$ cat src/rtl/transport_packetizer_pkg.sv
// Shared command codes, header layout and FSM state types for the transport packetizer.
package transport_pkg;

    localparam logic [1:0] CMD_IDLE  = 2'b00;
    localparam logic [1:0] CMD_CTRL  = 2'b01;
    localparam logic [1:0] CMD_AUDIO = 2'b10;

    localparam logic [1:0] HDR_TYPE_CTRL  = 2'b01;
    localparam logic [1:0] HDR_TYPE_AUDIO = 2'b10;

    typedef enum logic [2:0] {W_IDLE, W_HDR, W_DATA, W_PAD, W_COMMIT} wrState_t;
    typedef enum logic       {R_IDLE, R_SEND} rdState_t;

    function automatic logic [7:0] buildHeader(input logic [1:0] hdrType, input logic [3:0] seq);
        return {hdrType, 2'b00, seq};
    endfunction

endpackage

$ cat src/rtl/transport_packetizer_ram.sv
// Simple dual-port byte RAM holding the packet ring; one write port, one registered read port.
module transport_packet_ram #(
    parameter int DEPTH = 68,
    parameter int AW    = 7
) (
    input  logic          clk,
    input  logic          reset,
    input  logic          we,
    input  logic [AW-1:0] waddr,
    input  logic [7:0]    wdata,
    input  logic          re,
    input  logic [AW-1:0] raddr,
    output logic [7:0]    rdata
);

    logic [7:0] mem [DEPTH];

    always_ff @(posedge clk) begin
        if (we) mem[waddr] <= wdata;
    end

    // Read register only loads on a read, so the last byte is held between transfers.
    always_ff @(posedge clk or posedge reset) begin
        if (reset)   rdata <= '0;
        else if (re) rdata <= mem[raddr];
    end

endmodule

$ cat src/rtl/transport_packetizer.sv
// Frames control/audio words into fixed-length headered packets in a slot ring and streams them out bytewise.
module transport_packetizer
    import transport_pkg::*;
#(
    parameter int DATA_W        = 16,
    parameter int PAYLOAD_BYTES = 16,
    parameter int SLOTS         = 4
) (
    input  logic                     clk,
    input  logic                     reset,
    input  logic [1:0]               cmd,
    input  logic [DATA_W-1:0]        data,
    output logic                     in_ready,
    input  logic                     flush,
    input  logic                     send_req,
    output logic                     sending,
    output logic [7:0]               packet_out,
    output logic                     packet_valid,
    output logic                     packet_last,
    output logic [$clog2(SLOTS):0]   ready_count
);

    localparam int B     = DATA_W / 8;
    localparam int L     = PAYLOAD_BYTES + 1;
    localparam int SW    = $clog2(SLOTS);
    localparam int DEPTH = SLOTS * L;
    localparam int AW    = $clog2(DEPTH);
    localparam int BW    = $clog2(L + 1);
    localparam int WBW   = (B > 1) ? $clog2(B) : 1;

    wrState_t          wState, wNext;
    rdState_t          rState, rNext;
    logic [SW:0]       wrPtr, rdPtr;
    logic [BW-1:0]     wrByte, rdByte;
    logic [WBW-1:0]    wordByte;
    logic [DATA_W-1:0] wordReg;
    logic              isCtrl, pendCtrl, audioOpen;
    logic [3:0]        seq;
    logic              ringFull, wordIn, accept;
    logic              ramWe, ramRe;
    logic [7:0]        ramWdata;
    logic [AW-1:0]     ramWaddr, ramRaddr;
    logic              pktValid, pktLast;

    // Slots between rdPtr and wrPtr are committed; the open slot sits at wrPtr itself.
    assign ringFull    = (wrPtr[SW] != rdPtr[SW]) && (wrPtr[SW-1:0] == rdPtr[SW-1:0]);
    assign ready_count = wrPtr - rdPtr;
    assign wordIn      = (cmd == CMD_CTRL) || (cmd == CMD_AUDIO);
    assign in_ready    = !reset && (wState == W_IDLE) && (audioOpen || !ringFull);
    assign accept      = in_ready && wordIn;
    assign ramWaddr    = AW'(wrPtr[SW-1:0]) * AW'(L) + AW'(wrByte);
    assign ramRaddr    = AW'(rdPtr[SW-1:0]) * AW'(L) + AW'(rdByte);

    always_ff @(posedge clk or posedge reset) begin
        if (reset) wState <= W_IDLE;
        else       wState <= wNext;
    end

    always_comb begin
        wNext    = wState;
        ramWe    = 1'b0;
        ramWdata = 8'h00;
        case (wState)
            W_IDLE: begin
                if (accept) begin
                    if (cmd == CMD_AUDIO) wNext = audioOpen ? W_DATA : W_HDR;
                    else                  wNext = audioOpen ? W_PAD  : W_HDR;
                end else if (flush && audioOpen) begin
                    wNext = W_PAD;
                end
            end
            // A control word queued behind a flush may find the ring full; hold until a slot frees.
            W_HDR: begin
                if (!ringFull) begin
                    ramWe    = 1'b1;
                    ramWdata = buildHeader(isCtrl ? HDR_TYPE_CTRL : HDR_TYPE_AUDIO, seq);
                    wNext    = W_DATA;
                end
            end
            W_DATA: begin
                ramWe    = 1'b1;
                ramWdata = wordReg[DATA_W-1 -: 8];
                if (wordByte == WBW'(B - 1)) begin
                    if (wrByte == BW'(L - 1)) wNext = W_COMMIT;
                    else if (isCtrl)          wNext = W_PAD;
                    else                      wNext = W_IDLE;
                end
            end
            W_PAD: begin
                ramWe = 1'b1;
                if (wrByte == BW'(L - 1)) wNext = W_COMMIT;
            end
            W_COMMIT: wNext = pendCtrl ? W_HDR : W_IDLE;
            default:  wNext = W_IDLE;
        endcase
    end

    always_ff @(posedge clk or posedge reset) begin
        if (reset) begin
            wrPtr     <= '0;
            wrByte    <= '0;
            wordByte  <= '0;
            wordReg   <= '0;
            isCtrl    <= 1'b0;
            pendCtrl  <= 1'b0;
            audioOpen <= 1'b0;
            seq       <= '0;
        end else begin
            case (wState)
                W_IDLE: begin
                    if (accept) begin
                        wordReg  <= data;
                        wordByte <= '0;
                        isCtrl   <= (cmd == CMD_CTRL) && !audioOpen;
                        pendCtrl <= (cmd == CMD_CTRL) && audioOpen;
                    end
                end
                W_HDR: begin
                    if (!ringFull) begin
                        wrByte    <= wrByte + 1'b1;
                        audioOpen <= !isCtrl;
                    end
                end
                W_DATA: begin
                    wrByte   <= wrByte + 1'b1;
                    wordByte <= wordByte + 1'b1;
                    wordReg  <= wordReg << 8;
                end
                W_PAD: wrByte <= wrByte + 1'b1;
                W_COMMIT: begin
                    wrPtr     <= wrPtr + 1'b1;
                    seq       <= seq + 1'b1;
                    wrByte    <= '0;
                    audioOpen <= 1'b0;
                    isCtrl    <= pendCtrl;
                    pendCtrl  <= 1'b0;
                end
                default: ;
            endcase
        end
    end

    always_ff @(posedge clk or posedge reset) begin
        if (reset) rState <= R_IDLE;
        else       rState <= rNext;
    end

    always_comb begin
        rNext = rState;
        ramRe = 1'b0;
        case (rState)
            R_IDLE: if (send_req && ready_count != '0) rNext = R_SEND;
            R_SEND: begin
                ramRe = (rdByte != BW'(L));
                if (rdByte == BW'(L)) rNext = R_IDLE;
            end
            default: rNext = R_IDLE;
        endcase
    end

    // The extra cycle at rdByte==L drains the read register before the slot is released.
    always_ff @(posedge clk or posedge reset) begin
        if (reset) begin
            rdPtr    <= '0;
            rdByte   <= '0;
            pktValid <= 1'b0;
            pktLast  <= 1'b0;
        end else if (rState == R_SEND) begin
            rdByte   <= rdByte + 1'b1;
            pktValid <= (rdByte != BW'(L));
            pktLast  <= (rdByte == BW'(L - 1));
            if (rdByte == BW'(L)) rdPtr <= rdPtr + 1'b1;
        end else begin
            rdByte <= '0;
        end
    end

    assign sending      = (rState == R_SEND);
    assign packet_valid = pktValid;
    assign packet_last  = pktLast;

    transport_packet_ram #(.DEPTH(DEPTH), .AW(AW)) uRam (
        .clk   (clk),
        .reset (reset),
        .we    (ramWe),
        .waddr (ramWaddr),
        .wdata (ramWdata),
        .re    (ramRe),
        .raddr (ramRaddr),
        .rdata (packet_out)
    );

endmodule

$ cat config.mk
export PLATFORM = sky130hd
export DESIGN_NAME = transport_packetizer
export DESIGN_NICKNAME = d
export VERILOG_FILES = /design/src/rtl/transport_packetizer_pkg.sv /design/src/rtl/transport_packetizer_ram.sv /design/src/rtl/transport_packetizer.sv
export SDC_FILE = /design/constraint.sdc
export NUM_CORES = 1
export LEC_CHECK = 0
export CORE_MARGIN = 8
export CORE_UTILIZATION = 62
export DETAILED_ROUTE_END_ITERATION = 8
export PLACE_DENSITY = 0.79
export SYNTH_ARGS = -nofsm -noshare
export SYNTH_HDL_FRONTEND = slang
export SYNTH_SLANG_ARGS = --single-unit
export TNS_END_PERCENT = 30
$ cat constraint.sdc
create_clock -name clk -period 4.15 [get_ports clk]
set_input_delay 1.0375 -clock clk [delete_from_list [all_inputs] [get_ports clk]]
set_output_delay 1.0375 -clock clk [all_outputs]
set_load 0.05 [all_outputs]
* Yosys cells after proc, flatten, opt, wreduce, memory -nomap -nowiden *
Memory sizes are Yosys's and may differ from the RTL's. A register that Yosys moved wholly into a read port is not among the register bits.
Cells that the tools add are included.

storage, ports and cells
  bits in writable memories = 544
  bits of input ports = 22
  register bits = 46
  logic and storage cells = 107
  output and inout bits = 15
  memories kept = 1

memory list
  name      depth  bits a word  rd ports  clocked after Yosys merged registers in  wr ports  RTL line                        source
  uRam.mem  68     8            1         1                                        1         transport_packetizer_ram.sv:16  logic [7:0] mem [DEPTH];

cells by class
  multiplexer cells = 36
  equal/unequal tests = 17
  add/subtract/negate cells = 9
  bitwise gates (word level) = 1
  reduce and logical (&&, ||, !) cells = 27
  multipliers = 2

operators with widths
  operator             count
  $pmux 16 s2          1
  $mux 3               6
  $mux 16              1
  $pmux 8 s2           1
  $eq 5x5->1 const B   3
  $pmux 3 s5           1
  $pmux 5 s3           1
  $add 7x5->7          2
  $mul 2x5->7 const B  2
  $pmux 1 s2           6
  $mux 1               11
  $add 5x1->5 const B  2
  $mux 2               5
  $mux 5               2
  $reduce_and 2->1     5
  $logic_and 1x1->1    8
  $mux 8               1
  $ne 2x2->1 const B   4
  $add 3x1->3 const B  2
  $eq 3x2->1 const B   2
  $reduce_bool 2->1    3
  $reduce_bool 3->1    2
  $ne 5x5->1 const B   1
  $add 4x1->4 const B  1
  other kinds (15)     19

* Logic depth before layout (Yosys ltp) *
  word-level depth = 8
  mapped depth = 12
  mapped depth without buffers = 10

* Modules after synthesis *
Synthesis repeated with hierarchy kept, for this count alone.

second synthesis, totals
  cells, all modules = 1300
  area total of the unflattened synthesis = 24378.4 um2

modules (own cells, without submodules)
  module                cells an instance  instances  sequential area each (um2)  area each (um2)
  transport_packet_ram  1026               1          16535.9                     21575.7
  transport_packetizer  274                1          1151.1                      2802.7

* Worst setup path after synthesis *
Ideal clock, no wire load.

  kind = input -> output
  from = input reset
  to = output in_ready
  arrival = 2.952 ns
  stages = 3
  setup slack = 0.160 ns
  buffers on the path = 0
  required time = 3.113 ns
  path through = inv_1 -> o311ai_2 -> inv_1

between the ends
  cells in the longest elaborated chain, start to end = 3

RTL lines
  item                            RTL line                    source
  start, declared                 transport_packetizer.sv:10  input logic reset,
  $logic_not 1->1 (no line)       n/a
  $logic_and 1x1->1 (2 in a row)  transport_packetizer.sv:49  assign in_ready = !reset && (wState == W_IDLE) && (audioOpen || !ringFull);
  end, declared                   transport_packetizer.sv:13  output logic in_ready,

Every way passes these cells.

* Worst setup path after layout *
  from = register rdPtr[1]
  to = register uRam.rdata[4] (read register of uRam.mem)

between the ends
  cells in the longest elaborated chain, start to end = 2

RTL lines
  item                    RTL line                        source
  start, declared         transport_packetizer.sv:33      logic [SW:0] wrPtr, rdPtr;
  start signal, assigned  transport_packetizer.sv:172     if (rdByte == BW'(L)) rdPtr <= rdPtr + 1'b1;
  $mul 2x5->7             transport_packetizer.sv:52      assign ramRaddr = AW'(rdPtr[SW-1:0]) * AW'(L) + AW'(rdByte);
  $add 7x5->7             transport_packetizer.sv:52
  end, declared           transport_packetizer_ram.sv:13  output logic [7:0] rdata

Every way passes these cells.
A chain may end at the register's enable or synchronous reset.

==> out/summary.md <==
Max-cap violations in this run came to 0. The routed metal-1 wirelength came out at 22.16 mm. Detailed placement ended at an HPWL of 36.14 mm.

In the synthesized netlist the async set-or-reset flop fraction comes to 9.030%. Counting every instance in the synthesized netlist gives 1,367. Share of cells above drive strength 1: 19.95%.

STA classifies the critical path endpoint as a flop. During I/O placement, the number of pins put on the boundary was 37. The critical path arrival came out at 4.53 ns. After clock tree synthesis, the clock-pin slew on the worst setup and hold paths is 0.06 ns.

After synthesis, the most frequently instantiated cells are edfxtp_1, nor2_1, nand2_1, mux4_2, mux2i_1. The core region is 39,460 um2. The flow ran to the end, and the final reports show no timing, DRC or antenna violations.

The number of stages on the worst hold path came out at 1. In this run, distinct cell masters in the synthesized netlist total 67. Yosys mapped a number of flops with a built-in enable equal to 544. The final layout contains 1,553 nets. The cell area that synthesis handed to floorplanning was 24,590 um2. The number of antenna-violating nets in the routed design was 0. By area the synthesized netlist is led by edfxtp_1, mux4_2, dfrtp_1. Setup repair after global routing left no endpoint under its margin. The critical path is of the flop to flop type. In the final timing run, aggregate negative setup slack is 0 ns.

In the post-synthesis netlist, the cell with the most instances is edfxtp_1. The total met2 wirelength after detailed routing is 28.02 mm, and the highest fanout seen on the critical path is 28. Clock tree skew after final layout: 0.02566 ns.

The tools report the post-cts repair resize count as 0. The run gives 1 as the number of antenna violations at the first check in global routing. The run gives 0 as the number of design rule violations left after detail routing.

The total track usage was 24.69%; the average routed wire per standard cell was 27.66 um. Post-CTS timing repair inserted 0 buffers for setup. The placer congestion estimate is 0.9012, and the initial core utilization is 62.31%. The first global-routing pass estimated 86.14 mm of wire.

The area growth from synthesis to layout is 13.32%. The synthesis-stage register bit count was 598; the number of cell rows was 73. At the worst endpoint, the required time is 4.66 ns.

Using the TritonRoute via totals, the vias-per-cell ratio works out to 6.555. A synthesized cell averages 17.99 um2. The number of hold violations in the final report was 0; the via count of the routed design was 13,600. The smallest clock period supported by the final layout is computed as 4.024 ns. In this run, post-CTS hold repair placed 0 buffers. The largest area contributor in the netlist is edfxtp_1.

The largest net degree at the start of global routing is 69, and the worst reg-to-reg path cell count is 10. The fraction of synthesized cell area taken by the top area cell type came out at 66.44%. The remaining global-route overflow is 0. The tools report the sort of element at the start of the critical path as a flop.

The first detailed-routing pass took 6 iterations. The worst register-to-register path begins at rdPtr[1]$_DFFE_PP0P_. For this run, the leading register cell type out of synthesis is edfxtp_1. In this run the horizontal extent of the chip is 215.1 um. After filler insertion, the fill cell instance count of the layout stands at 2,381.

The worst path uses 96.96% of the clock period. Once layout is complete, the utilization of the core stands at 70.61%. The logs give 598 for the TritonCTS sink count and 0 for the Yosys warning count. The run gives 1,846 as the number of DRC markers in iteration 0. The setup check on the worst reg-to-reg path leaves a slack of 0.13 ns. The tools report the worst-case hold path end point as seq[3]$_DFFE_PP0P_. The wire length after detailed routing came out at 57.40 mm.

The number of setup violations in the final report came out at 0. In this run the worst hold path is classified as flop to flop. Uppermost signal routing layer after detailed routing: met4.

Static timing analysis puts the maximum clock frequency at 0.2485 GHz. TritonCTS built the clock tree. At the pin with the least slew margin, the transition time is 1.148 ns.

When the netlist entered floorplanning its net count stood at 1,416. The die is 215.1 um tall. The number of levels in the clock H-tree came out at 2. The clock passes through at most 3 buffers. The max-slew violation count is 0, and the hold slack is 0.4785 ns.

The source of the worst hold timing path is seq[3]$_DFFE_PP0P_. Measured against its own limit, the worst slew margin works out to 23.47%. Prior to clock tree synthesis, the placed netlist has a worst setup slack of 0.2715 ns.

The clock reaches the later pin of the worst-skew pair after 0.61 ns. Of the synthesized area, sequential elements account for 71.94%. The run gives 13,600 as the number of global-route vias before repair. Buffers placed on the I/O ports in this run total 36. The clock buffer count from CTS was 57; the die footprint was 46,280 um2. The endpoint identified for the worst register-to-register timing path is uRam.rdata[4]$_DFFE_PP0P_.

Setup slack on the critical path of the routed design comes to 0.1260 ns. CTS placed an instance of clkbuf_16 at the clock tree root. Wire length on met3: 5.380 mm.
==> how the worst max path moves through the flow <==
stage | from | to | slack [ns] | cells after the start
2_1_floorplan | reset | in_ready | 0.16 | 3
3_3_place_gp | rdPtr[1]$_DFFE_PP0P_ | uRam.rdata[4]$_DFFE_PP0P_ | 0.30 | 10
3_5_place_dp | rdPtr[1]$_DFFE_PP0P_ | uRam.rdata[4]$_DFFE_PP0P_ | 0.27 | 10
4_1_cts | rdPtr[1]$_DFFE_PP0P_ | uRam.rdata[7]$_DFFE_PP0P_ | 0.20 | 10
5_1_grt | rdPtr[1]$_DFFE_PP0P_ | uRam.rdata[4]$_DFFE_PP0P_ | 0.03 | 10
6_report | rdPtr[1]$_DFFE_PP0P_ | uRam.rdata[4]$_DFFE_PP0P_ | 0.13 | 10
==> cell type report <==
cell class                 instances  area, um2  area share (%)
tap                              525      656.9           2.358
multi-input combinational        680       6391           22.94
clock buffer                      79       1592           5.712
clock inverter                    25      196.4          0.7051
inverter                          25      93.84          0.3368
sequential                       598      17690           63.48
timing repair buffer             142       1241           4.455
antenna                            1      2.502        0.008982
==> registers in the layout, summed over array words and instances (netlist names) <==
| signal | cells |
|---|---|
| wordByte | 1 |
| uRam.mem | 544 |
| sending | 1 |
| rdPtr | 3 |
| wordReg | 16 |
| packet_last | 1 |
| wState | 3 |
| wrPtr | 3 |
| packet_valid | 1 |
| wrByte | 5 |
| uRam.rdata | 8 |
| audioOpen | 1 |
| seq | 4 |
| pendCtrl | 1 |
| rdByte | 5 |
| isCtrl | 1 |
==> through the flow <==
step                instance area [um2]  instances
floorplan                         24590       1367
global placement                  26070       1970
detailed placement                26070       1970
CTS                               27860       2074
global route                      27860       2074
finish                            27860       2075
==> worst max-delay path, cell delays in order, from the launching register on <==
cell	delay [ns]
dfrtp_1	0.47
ha_1	0.36
ha_4	0.14
inv_1	0.05
fa_2	1.06
inv_1	0.50
nand2_1	0.29
o22ai_1	0.13
o21ai_0	0.42
o2111ai_1	0.23
a41oi_1	0.25
==> cell usage in the layout, fill, tap and decap left out, drive strengths merged, types with 22 or more instances in the layout <==
master / synthesis / final
dfrtp: 54 / 54
nor2: 93 / 93
inv: 25 / 26
nand2: 87 / 87
a221oi: 22 / 22
mux4: 104 / 104
o21ai: 46 / 46
clkdlybuf4s50: 0 / 35
ha: 24 / 24
edfxtp: 544 / 544
clkbuf: 21 / 79
mux2i: 76 / 76
buf: 43 / 107
==> kinds of logic (layout without fill, tap and decap cells) <==
| group | Yosys count | count (layout) | synth area share, % |
|---|---|---|---|
| buffers and inverters | 89 | 271 | 2.249 |
| adder cells (fa/ha/maj) | 27 | 27 | 1.466 |
| AND/OR/NAND/NOR | 262 | 262 | 4.880 |
| flip-flops | 598 | 598 | 71.94 |
| multiplexers | 190 | 190 | 13.43 |
| XOR/XNOR | 20 | 20 | 0.7736 |
| other | 0 | 1 | 0 |
| AO/OA/AOI/OAI | 181 | 181 | 5.262 |
==> layer usage <==
metal  up-vias  GRT usage (%)
met3       120          4.621
met4         0          8.852
li1       5747              -
met1      6975          33.90
met2       759          39.61
met5         -              0
Power is left out: the tool's default activity adds up to more than one toggle a clock period on the data nets, which glitch-free logic cannot reach.
